$ cat src/rtl/alu_pipe.sv
// Two-stage pipelined ALU with valid/ready handshakes and an internal accumulator.
// Stage 1 registers the request; stage 2 computes and registers the result.
module alu_pipe #(
  parameter int WIDTH = 8,
  parameter int OPW   = 4,
  parameter int SHW   = $clog2(WIDTH)
) (
  input  logic             clk,
  input  logic             rst,
  input  logic             in_valid,
  output logic             in_ready,
  input  logic [WIDTH-1:0] operand_a,
  input  logic [WIDTH-1:0] operand_b,
  input  logic [OPW-1:0]   opcode,
  output logic             out_valid,
  input  logic             out_ready,
  output logic [WIDTH-1:0] y,
  output logic             carry,
  output logic             zero,
  output logic             overflow,
  output logic             illegal
);

  localparam logic [OPW-1:0] OP_ADD     = OPW'(0);
  localparam logic [OPW-1:0] OP_SUB     = OPW'(1);
  localparam logic [OPW-1:0] OP_AND     = OPW'(2);
  localparam logic [OPW-1:0] OP_OR      = OPW'(3);
  localparam logic [OPW-1:0] OP_XOR     = OPW'(4);
  localparam logic [OPW-1:0] OP_NOT     = OPW'(5);
  localparam logic [OPW-1:0] OP_SHL     = OPW'(6);
  localparam logic [OPW-1:0] OP_SHR     = OPW'(7);
  localparam logic [OPW-1:0] OP_SAR     = OPW'(8);
  localparam logic [OPW-1:0] OP_ROL     = OPW'(9);
  localparam logic [OPW-1:0] OP_INC     = OPW'(10);
  localparam logic [OPW-1:0] OP_DEC     = OPW'(11);
  localparam logic [OPW-1:0] OP_ACC_ADD = OPW'(12);
  localparam logic [OPW-1:0] OP_ACC_CLR = OPW'(13);

  localparam logic [WIDTH-1:0] ONE       = WIDTH'(1);
  localparam logic [SHW:0]     WIDTH_SH  = (SHW+1)'(WIDTH);

  logic             advance;

  logic             s1_valid;
  logic [WIDTH-1:0] s1_a;
  logic [WIDTH-1:0] s1_b;
  logic [OPW-1:0]   s1_op;

  logic [WIDTH-1:0] acc;

  logic [SHW-1:0]   sh;
  logic [WIDTH-1:0] arith_x;
  logic [WIDTH-1:0] arith_y;
  logic             arith_sub;
  logic [WIDTH:0]   arith_res;
  logic             arith_ovf;

  logic [WIDTH:0]   shl_ext;
  logic [WIDTH:0]   shr_ext;
  logic [WIDTH:0]   sar_ext;
  logic [SHW:0]     rol_rsh;
  logic [WIDTH-1:0] rol_y;

  logic [WIDTH-1:0] res_y;
  logic             res_c;
  logic             res_o;
  logic             res_ill;

  // Both stages move together; a stalled output freezes the whole pipe.
  assign advance  = !out_valid || out_ready;
  assign in_ready = advance;

  assign sh = s1_b[SHW-1:0];

  always_comb begin
    arith_x   = s1_a;
    arith_y   = s1_b;
    arith_sub = 1'b0;
    case (s1_op)
      OP_SUB:     arith_sub = 1'b1;
      OP_INC:     arith_y   = ONE;
      OP_DEC: begin
        arith_y   = ONE;
        arith_sub = 1'b1;
      end
      OP_ACC_ADD: begin
        arith_x = acc;
        arith_y = s1_a;
      end
      default: ;
    endcase
  end

  // One shared WIDTH+1 bit adder; bit WIDTH is carry for add and borrow for subtract.
  always_comb begin
    if (arith_sub) begin
      arith_res = {1'b0, arith_x} - {1'b0, arith_y};
      arith_ovf = (arith_x[WIDTH-1] != arith_y[WIDTH-1]) &&
                  (arith_res[WIDTH-1] != arith_x[WIDTH-1]);
    end else begin
      arith_res = {1'b0, arith_x} + {1'b0, arith_y};
      arith_ovf = (arith_x[WIDTH-1] == arith_y[WIDTH-1]) &&
                  (arith_res[WIDTH-1] != arith_x[WIDTH-1]);
    end
  end

  // Extended shifters keep the last bit shifted out in the spare bit position.
  always_comb begin
    shl_ext = {1'b0, s1_a} << sh;
    shr_ext = {s1_a, 1'b0} >> sh;
    sar_ext = $signed({s1_a, 1'b0}) >>> sh;
    rol_rsh = WIDTH_SH - {1'b0, sh};
    rol_y   = (s1_a << sh) | (s1_a >> rol_rsh);
  end

  always_comb begin
    res_y   = '0;
    res_c   = 1'b0;
    res_o   = 1'b0;
    res_ill = 1'b0;
    case (s1_op)
      OP_ADD, OP_SUB, OP_INC, OP_DEC, OP_ACC_ADD: begin
        res_y = arith_res[WIDTH-1:0];
        res_c = arith_res[WIDTH];
        res_o = arith_ovf;
      end
      OP_AND: res_y = s1_a & s1_b;
      OP_OR:  res_y = s1_a | s1_b;
      OP_XOR: res_y = s1_a ^ s1_b;
      OP_NOT: res_y = ~s1_a;
      OP_SHL: begin
        res_y = shl_ext[WIDTH-1:0];
        res_c = shl_ext[WIDTH];
      end
      OP_SHR: begin
        res_y = shr_ext[WIDTH:1];
        res_c = shr_ext[0];
      end
      OP_SAR: begin
        res_y = sar_ext[WIDTH:1];
        res_c = sar_ext[0];
      end
      OP_ROL: begin
        res_y = rol_y;
        res_c = (sh != '0) ? rol_y[0] : 1'b0;
      end
      OP_ACC_CLR: res_y = '0;
      default:    res_ill = 1'b1;
    endcase
  end

  always_ff @(posedge clk or posedge rst) begin
    if (rst) begin
      s1_valid <= 1'b0;
      s1_a     <= '0;
      s1_b     <= '0;
      s1_op    <= '0;
    end else if (advance) begin
      s1_valid <= in_valid;
      if (in_valid) begin
        s1_a  <= operand_a;
        s1_b  <= operand_b;
        s1_op <= opcode;
      end
    end
  end

  always_ff @(posedge clk or posedge rst) begin
    if (rst) begin
      out_valid <= 1'b0;
      y         <= '0;
      carry     <= 1'b0;
      zero      <= 1'b0;
      overflow  <= 1'b0;
      illegal   <= 1'b0;
    end else if (advance) begin
      out_valid <= s1_valid;
      if (s1_valid) begin
        y        <= res_y;
        carry    <= res_c;
        zero     <= (res_y == '0);
        overflow <= res_o;
        illegal  <= res_ill;
      end
    end
  end

  // Accumulator is written on the same edge stage 2 loads, so back-to-back ACC_ADDs chain.
  always_ff @(posedge clk or posedge rst) begin
    if (rst) begin
      acc <= '0;
    end else if (advance && s1_valid) begin
      if (s1_op == OP_ACC_ADD) begin
        acc <= arith_res[WIDTH-1:0];
      end else if (s1_op == OP_ACC_CLR) begin
        acc <= '0;
      end
    end
  end

endmodule

$ cat config.mk
export PLATFORM = sky130hd
export DESIGN_NAME = alu_pipe
export DESIGN_NICKNAME = d
export VERILOG_FILES = /design/src/rtl/alu_pipe.sv
export SDC_FILE = /design/constraint.sdc
export NUM_CORES = 1
export LEC_CHECK = 0
export ABC_AREA = 1
export BUFFER_PORTS_ARGS = -buffer_cell sky130_fd_sc_hd__buf_4
export CAP_MARGIN = 20
export CORE_AREA = 2 2 112 114
export CTS_BUF_LIST = sky130_fd_sc_hd__clkbuf_8
export CTS_CLUSTER_SIZE = 40
export DETAILED_ROUTE_END_ITERATION = 12
export DIE_AREA = 0 0 114 116
export SLEW_MARGIN = 10
export SYNTH_ARGS = -nofsm -noshare
export SYNTH_HDL_FRONTEND = slang
export SYNTH_SLANG_ARGS = --single-unit
$ cat constraint.sdc
create_clock -name clk -period 3.95 [get_ports clk]
set_clock_uncertainty 0.05 [all_clocks]
set_input_delay 0.5925 -clock clk [delete_from_list [all_inputs] [get_ports clk]]
set_output_delay 0.5925 -clock clk [all_outputs]
set_load 0.005 [all_outputs]
### Word-level counts from Yosys, hierarchy flattened

Index checks and enable logic that the tools add are counted.
W data, S select, Z words.

| storage, ports and cells | value |
|---|---|
| register bits after elaboration | 42 |
| input bits | 24 |
| output and inout bits | 14 |

| operators by class | value |
|---|---|
| add/sub/neg operators | 3 |
| equal/unequal tests | 17 |
| shift operators | 5 |
| muxes and demuxes | 12 |
| bitwise gates (word level) | 5 |
| reductions and logical operators | 16 |

Operators by type and width:

| cell | number |
|---|---|
| $pmux W8 S9 | 1 |
| $eq A4 B4 Y1 const B | 6 |
| $mux W8 | 3 |
| $eq A4 B3 Y1 const B | 4 |
| $or A8 B8 Y8 | 2 |
| $pmux W8 S2 | 1 |
| $reduce_or A14 Y1 | 1 |
| $add A8 B8 Y9 | 1 |
| $mux W9 | 1 |
| $shl A8 B3 Y9 | 1 |
| $shr A9 B3 Y9 | 1 |
| $sshr A9 B3 Y9 | 1 |
| $sub A8 B8 Y9 | 1 |
| $and A8 B8 Y8 | 1 |
| $eq A4 B2 Y1 const B | 2 |
| $logic_not A8 Y1 | 1 |
| $not A8 Y8 | 1 |
| $shl A8 B3 Y8 | 1 |
| $shr A8 B4 Y8 | 1 |
| $xor A8 B8 Y8 | 1 |
| $reduce_and A2 Y1 | 3 |
| $mux W1 | 5 |
| $pmux W1 S5 | 1 |
| $reduce_or A5 Y1 | 1 |
| other kinds (11) | 16 |

### Logic depth before layout (Yosys ltp)

Gate-level depths: netlist of run 1.

| logic depth | value |
|---|---|
| depth in word-level cells | 8 |
| depth in mapped cells | 22 |

### Least setup slack after synthesis of run 1

OpenSTA, ideal clock, no wires.

| timing | value |
|---|---|
| path type | flip-flop to flip-flop |
| start point | register s1_op[2] |
| end point | register zero |
| library setup time | 0.066 ns |
| arrival time | 2.642 ns |
| data required time | 3.834 ns |
| slack | 1.193 ns |
| cell stages (with the launch flop) | 22 |
| buffers on the path | 1 |
| clock period less this slack | 2.757 ns |
| cell sequence | dfrtp_1 nand2_1 inv_1 nand2_2 buf_1 nand2_1 o21ai_0 inv_1 fa_1 inv_1 nand2_1 nand2_1 nand2_1 nand2_1 nand2_1 nand3_1 nand2_1 nor2_1 nand2_1 nor2_1 nand2_1 nand2_1 |

| between the ends | value |
|---|---|
| cells in the longest elaborated chain, start to end | 7 |
| elaborated cells on any way between the ends | 24 |
| those cells by class | add/sub (2); eq/ne (12); mux (5); reduce/logical (5) |

RTL lines:

| what | RTL line | text |
|---|---|---|
| start: declaration | 47 | `logic [OPW-1:0] s1_op;` |
| start signal: assignment | 163 | `s1_op <= opcode;` |
| $eq A4 B4 Y1 | 79, 121 |  |
| $reduce_or A2 Y1 (no source line) | - |  |
| $pmux W8 S2 | 79 | `case (s1_op)` |
| $add A8 B8 Y9 / $sub A8 B8 Y9 (equally long branches) | 101, 97 |  |
| $mux W9 | 96 | `if (arith_sub) begin` |
| $pmux W8 S9 (*) | 121 | `case (s1_op)` |
| $logic_not A8 Y1 (*) | 181 | `zero <= (res_y == '0);` |
| end signal: assignment | 181 |  |
| end: declaration | 19 | `output logic zero,` |

Mark *: on every way between the ends. The rest lies on a longest branch, timed or not.
A chain may end at the register's enable or synchronous reset.

### Worst setup path in the final report of run 1

| timing | value |
|---|---|
| start point | register s1_op[1] |
| end point | register zero |

The elaborated chain is that of the path after synthesis.

==> summary.md, run 1 <==
| Metric | Value |
|---|---|
| Async S/R FF share, synth | `1.00` |
| Max_cap viols | `0` |
| Leading area contributor after synthesis | `dfrtp_1` |
| Internal | `0.00121 W` |
| CTS tree | `done` |
| Synth cell types | `34` |
| Data required time of the worst path | `4.16 ns` |
| Post-Syn Nets | `751` |
| Average size of a mapped cell | `6.12 sq um` |
| DP HPWL | `10.8 mm` |
| Area Growth Syn to Fin | `12.1%` |
| Final Hold Vio Count | `0` |
| Peak VDD IR | `0.189 mV` |
| Setup TNS | `0 ns` |
| Core Area | `0.0119 sq mm` |
| RSZ-0062 raised after global routing | `false` |
| Yosys reg bits | `42` |
| Max-slew headroom | `0.481` |
| Clock sinks | `42` |
| Placed cell area | `0.00462 sq mm` |
| H-tree level count | `2` |
| Synth Flop Type | `dfrtp_1` |
| Number of CTS-inserted buffers | `5` |
| # setup viols final | `0` |
| Switching Fraction | `0.508` |
| GPL Wtd Cong | `0.943` |
| Top cell type's share of synthesized area | `0.250` |
| Setup bufs post-CTS | `0` |
| CTS Buffer Depth | `2` |
| Worst-margin pin slew | `0.775 ns` |
| Routed vias | `4,559` |
| First-pass iteration count of the detailed router | `5` |
| Tmin final | `3.40 ns` |
| Util after Layout | `0.396` |
| Final antenna-violating net count | `0` |
| Mapped Cells | `688` |
| First-pass GRT wire length | `22.3 mm` |
| Full die area | `0.0132 sq mm` |
| PD cells | `521 mW/mm^2` |
| DR vias/cell | `5.25` |
| 1st-iter DRT viols | `332` |
| Clock Latency Late Sink | `0.31 ns` |
| Fmax | `294 MHz` |
| Wirelength, routed | `13.8 mm` |
| Worst-path clk slew | `0.09 ns` |
| Logic gate share of total power | `0.616` |
| NumNets Final | `784` |
| Sequential power share | `0.265` |
| P_leak | `2.59 nW` |
| Setup ws final | `0.549 ns` |
| Antenna Cells | `0` |
| Synth area leaders | `dfrtp_1 25%, nand2_1 22%, ha_1 11%, nand3_1 8.0%, inv_1 7.6%` |
| Congestion Overflow GR | `0` |
| Slew Viols, Final | `0` |
| Worst Hold Class | `in2async` |
| Ratio of cells with drive above 1 in the final layout | `0.0928` |
| Post-synth EDFFs | `0` |
| Final instance area | `0.00472 sq mm` |
| Crit Path Max Fanout | `26` |
| GRT Overall Usage | `0.214` |
| Initial antenna violation count | `0` |
| Port-buffer cells | `37` |
| Layout Cells excl Fill | `869` |
| Initial Util | `0.353` |
| Net Sw Power | `0.00125 W` |
| FP Rows | `40` |
| CP Class | `reg2reg` |
| Period utilization | `0.861` |
| Detailed-route DRC error count | `0` |
| # fillers | `1,315` |
| DIE HEIGHT | `116 microns` |
| Status | `finished, final reports clean` |
| Die W | `114 microns` |
| YS warnings | `0` |
| Setup WS pre-CTS | `0.370 ns` |
| I/O pins | `38` |
| Maximum number of pins on one net before global-route repair | `43` |
| CP endpoint kind | `flip-flop` |
| Startpoint class of the critical path | `flip-flop` |
| Drt wl/cell | `15.8 microns` |
| Root Buffer | `clkbuf_8` |
| Clock power share | `0.119` |
| Post-CTS Hold Fix Bufs | `0` |
| Register area share after synthesis | `0.250` |
| Synth Cell Area | `0.00421 sq mm` |
| Cell count after placement | `861` |
| Vias in the first global route | `4,404` |
| Crit path DAT | `3.61 ns` |
[Yosys cell counts, types with 2 or more instances]
cell type  instances
a21oi_1           35
buf_6              2
a31oi_1            3
buf_2              5
dfrtp_1           42
inv_2              3
inv_1             85
nor3_1             4
buf_1              4
o22ai_1           16
nand3b_1           2
fa_1               2
nand2_1          244
ha_1              37
nand3_1           67
nor2_1            71
o21ai_2            2
clkbuf_1           3
buf_4              4
nand2_2            3
o21ai_0           30
o21a_1             2
nor2_4             2
nand4_1           10
[power by group through the flow]
stage          combinational [W]  sequential (W)  clock [W]
2_1_floorplan            0.00106        0.000633          0
3_3_place_gp             0.00148        0.000658          0
3_5_place_dp             0.00149        0.000659          0
4_1_cts                  0.00150        0.000652   0.000304
5_1_grt                  0.00172        0.000666   0.000318
6_report                 0.00151        0.000651   0.000294
[worst max-delay path, stage by stage, from the launching register on]
cell and delay (ns):
dfrtp_1 0.46, nor2_1 0.27, nand2_2 0.36, nand2_2 0.31
o22ai_1 0.10, inv_1 0.10, ha_1 0.22, fa_1 0.42
o21ai_0 0.32, o21ai_0 0.17, nor2_1 0.21, nand3_1 0.12
nor2_1 0.14, nand2_1 0.06, nand2_1 0.05
[layout by cell type, fill, tap and decap left out, drive strengths merged, types with 2 or more instances in the layout]
master / synthesis / routed
inv: 88 / 87
nand4: 10 / 10
a31oi: 3 / 3
fa: 2 / 2
clkbuf: 3 / 5
nor3: 4 / 4
nand3b: 2 / 2
ha: 37 / 37
nor2: 74 / 74
clkinv: 0 / 3
o21a: 2 / 2
dfrtp: 42 / 42
o21ai: 32 / 32
a21oi: 35 / 35
o22ai: 16 / 16
nand3: 69 / 69
nand2: 247 / 247
buf: 15 / 44
[metal layers]
layer | up-vias | global-route usage | wire length (microns)
met5 | - | 0 | 0
met2 | 139 | 0.353 | 6270
met3 | 16 | 0.0214 | 657
met1 | 2133 | 0.301 | 6640
met4 | 0 | 0.0520 | 201
li1 | 2271 | - | -
[worst paths after layout]
kind,from,end,slack (ns),cells after the start
setup / recovery,s1_op[1],zero,0.55,14
hold / removal,rst,s1_valid,0.35,3
setup reg to reg,s1_op[1],zero,0.55,14
hold reg to reg,s1_valid,out_valid,0.43,2
max in group asynchronous,rst,s1_b[0],3.09,3
min in group clk,s1_valid,out_valid,0.43,2
[layout make-up]
class	count	area [sq um]	area share
Clock inverter	3	21.3	0.00451
Tap cell	147	184	0.0390
Inverter	88	330	0.0700
Timing Repair Buffer	44	330	0.0700
Clock buffer	5	68.8	0.0146
Sequential cell	42	1050	0.223
Multi-Input combinational cell	540	2730	0.579
[metrics by stage]
step	hold slack, ns	total power [W]
after floorplan	0.392	0.00169
after global placement	0.405	0.00214
after detailed placement	0.411	0.00215
after CTS	0.386	0.00245
after global routing	0.417	0.00270
final	0.355	0.00246
[timing repair]
item	4_1_cts	5_1_grt
setup endpoints to repair	0	1
gates resized for setup	0	2
hold endpoints to repair	0	0
[logic make-up (layout without fill, tap and decap cells)]
family,count (synthesis),in the layout,synth area share
buf+inv,106,140,0.103
simple gates,408,408,0.405
compound gates,92,92,0.120
fa+ha+maj,39,39,0.120
flops,42,42,0.250
xor+xnor,1,1,0.00208
[registers in the layout, summed over array words and instances (netlist names), 4 cells and up]
name	cells
y	8
s1_op	4
s1_b	8
acc	8
s1_a	8
Note: power is estimated with default switching activity, not from simulation.
==> run 2, diff against run 1 <==
Settings changed: RECOVER_POWER from default to 25.
==> run 2 against run 1 <==
The run now ends with max-capacitance violations, max-slew violations left; sequential share of layout area about the same; final area about the same; via count about the same; utilization about the same.
==> summary.md, run 2 (synthesis results as in run 1) <==
| Metric | Value |
|---|---|
| Wirelength, routed | `13.8 mm` |
| NumNets Final | `784` |
| # setup viols final | `0` |
| Slew Viols, Final | `43` |
| Period utilization | `0.861` |
| Crit Path Max Fanout | `26` |
| H-tree level count | `2` |
| Initial Util | `0.353` |
| Status | `complete, but fails checks` |
| Fmax | `294 MHz` |
| Tmin final | `3.40 ns` |
| Clock Latency Late Sink | `0.31 ns` |
| Worst-margin pin slew | `2.39 ns` |
| Failing checks | `max-capacitance violations, max-slew violations` |
| Final Hold Vio Count | `0` |
| Number of CTS-inserted buffers | `5` |
| First-pass GRT wire length | `22.3 mm` |
| PD cells | `521 mW/mm^2` |
| Root Buffer | `clkbuf_8` |
| Cell count after placement | `861` |
| First-pass iteration count of the detailed router | `5` |
| Data required time of the worst path | `4.16 ns` |
| DIE HEIGHT | `116 microns` |
| Core Area | `0.0119 sq mm` |
| Clock sinks | `42` |
| Commonest non-fill, non-tap cell in the layout | `nand2_1` |
| I/O pins | `38` |
| Maximum number of pins on one net before global-route repair | `43` |
| Area Growth Syn to Fin | `12.0%` |
| Setup bufs post-CTS | `0` |
| Final antenna-violating net count | `0` |
| P_leak | `2.59 nW` |
| Congestion Overflow GR | `0` |
| Antenna Cells | `0` |
| Post-CTS Hold Fix Bufs | `0` |
| CP endpoint kind | `flip-flop` |
| Layout Cells excl Fill | `869` |
| Resized cells post-CTS | `0` |
| Full die area | `0.0132 sq mm` |
| Detailed-route DRC error count | `0` |
| Crit path DAT | `3.61 ns` |
| Worst-path clk slew | `0.09 ns` |
| CP Class | `reg2reg` |
| CTS tree | `done` |
| FP Rows | `40` |
| 1st-iter DRT viols | `332` |
| RSZ-0062 raised after global routing | `false` |
| GPL Wtd Cong | `0.943` |
| Worst Hold Class | `reg2reg` |
| DR vias/cell | `5.25` |
| GRT Overall Usage | `0.214` |
| Port-buffer cells | `37` |
| Max_cap viols | `1` |
| CTS Buffer Depth | `2` |
| DP HPWL | `10.8 mm` |
| Routed vias | `4,560` |
| Max-slew headroom | `-0.590` |
| Commonest non-fill, non-tap cells in the layout | `243 x nand2_1, 84 x inv_1, 71 x nor2_1, 67 x nand3_1` |
| Die W | `114 microns` |
| Vias in the first global route | `4,404` |
| Setup TNS | `0 ns` |
| Initial antenna violation count | `0` |
| Startpoint class of the critical path | `flip-flop` |
| Peak VDD IR | `0.189 mV` |
| Drt wl/cell | `15.8 microns` |
| Ratio of cells with drive above 1 in the final layout | `0.0914` |
run 2: stage by stage:
stage,hold slack (ns),power [W],instance area [sq um],util,setup WS (ns)
final,0.428,0.00246,4710,0.396,0.548
after global routing,0.455,0.00270,4710,0.396,0.112
after CTS,0.386,0.00245,4710,0.395,0.348
after detailed placement,0.411,0.00215,4620,0.388,0.370
after global placement,0.405,0.00214,4620,0.388,0.453
after floorplan,0.392,0.00169,4210,-,1.19
run 2: metal layers:
layer  global-route usage  share of wire  vias up
met4               0.0520          0.015        0
met5                    0              0        -
met1                0.301           0.48     2133
li1                     -              -     2271
met3               0.0214          0.048       16
met2                0.353           0.46      140
run 2: worst paths after layout:
kind,from,end,slack [ns],depth (start not counted)
max,s1_op[1],zero,0.55,14
min,s1_valid,out_valid,0.43,2
max reg2reg,s1_op[1],zero,0.55,14
min reg2reg,s1_valid,out_valid,0.43,2
max in group asynchronous,rst,s1_b[0],1.38,3
min in group asynchronous,rst,s1_valid,1.10,3
run 2: critical path, cell delays in order, from the launching register on:
cell     delay (ns)
dfrtp_1        0.46
nor2_1         0.27
nand2_2        0.36
nand2_2        0.31
o22ai_1        0.10
inv_1          0.10
ha_1           0.22
fa_1           0.42
o21ai_0        0.32
o21ai_0        0.17
nor2_1         0.21
nand3_1        0.12
nor2_1         0.14
nand2_1        0.06
nand2_1        0.05
run 2: area by class of cell:
type | count | area [sq um]
fillers | 1317 | 7200
multi-input cells | 540 | 2730
flip-flops and latches | 42 | 1050
inverters | 88 | 330
repair buffers | 44 | 327
well taps | 147 | 184
clock buffers | 5 | 68.8
clock inverters | 3 | 21.3
run 2: report_power, final:
group	total, W	internal, W	switching, W
Combinational	0.00151	0.000531	0.000981
Sequential	0.000652	0.000555	0.0000969
Clock	0.000294	0.000124	0.000169
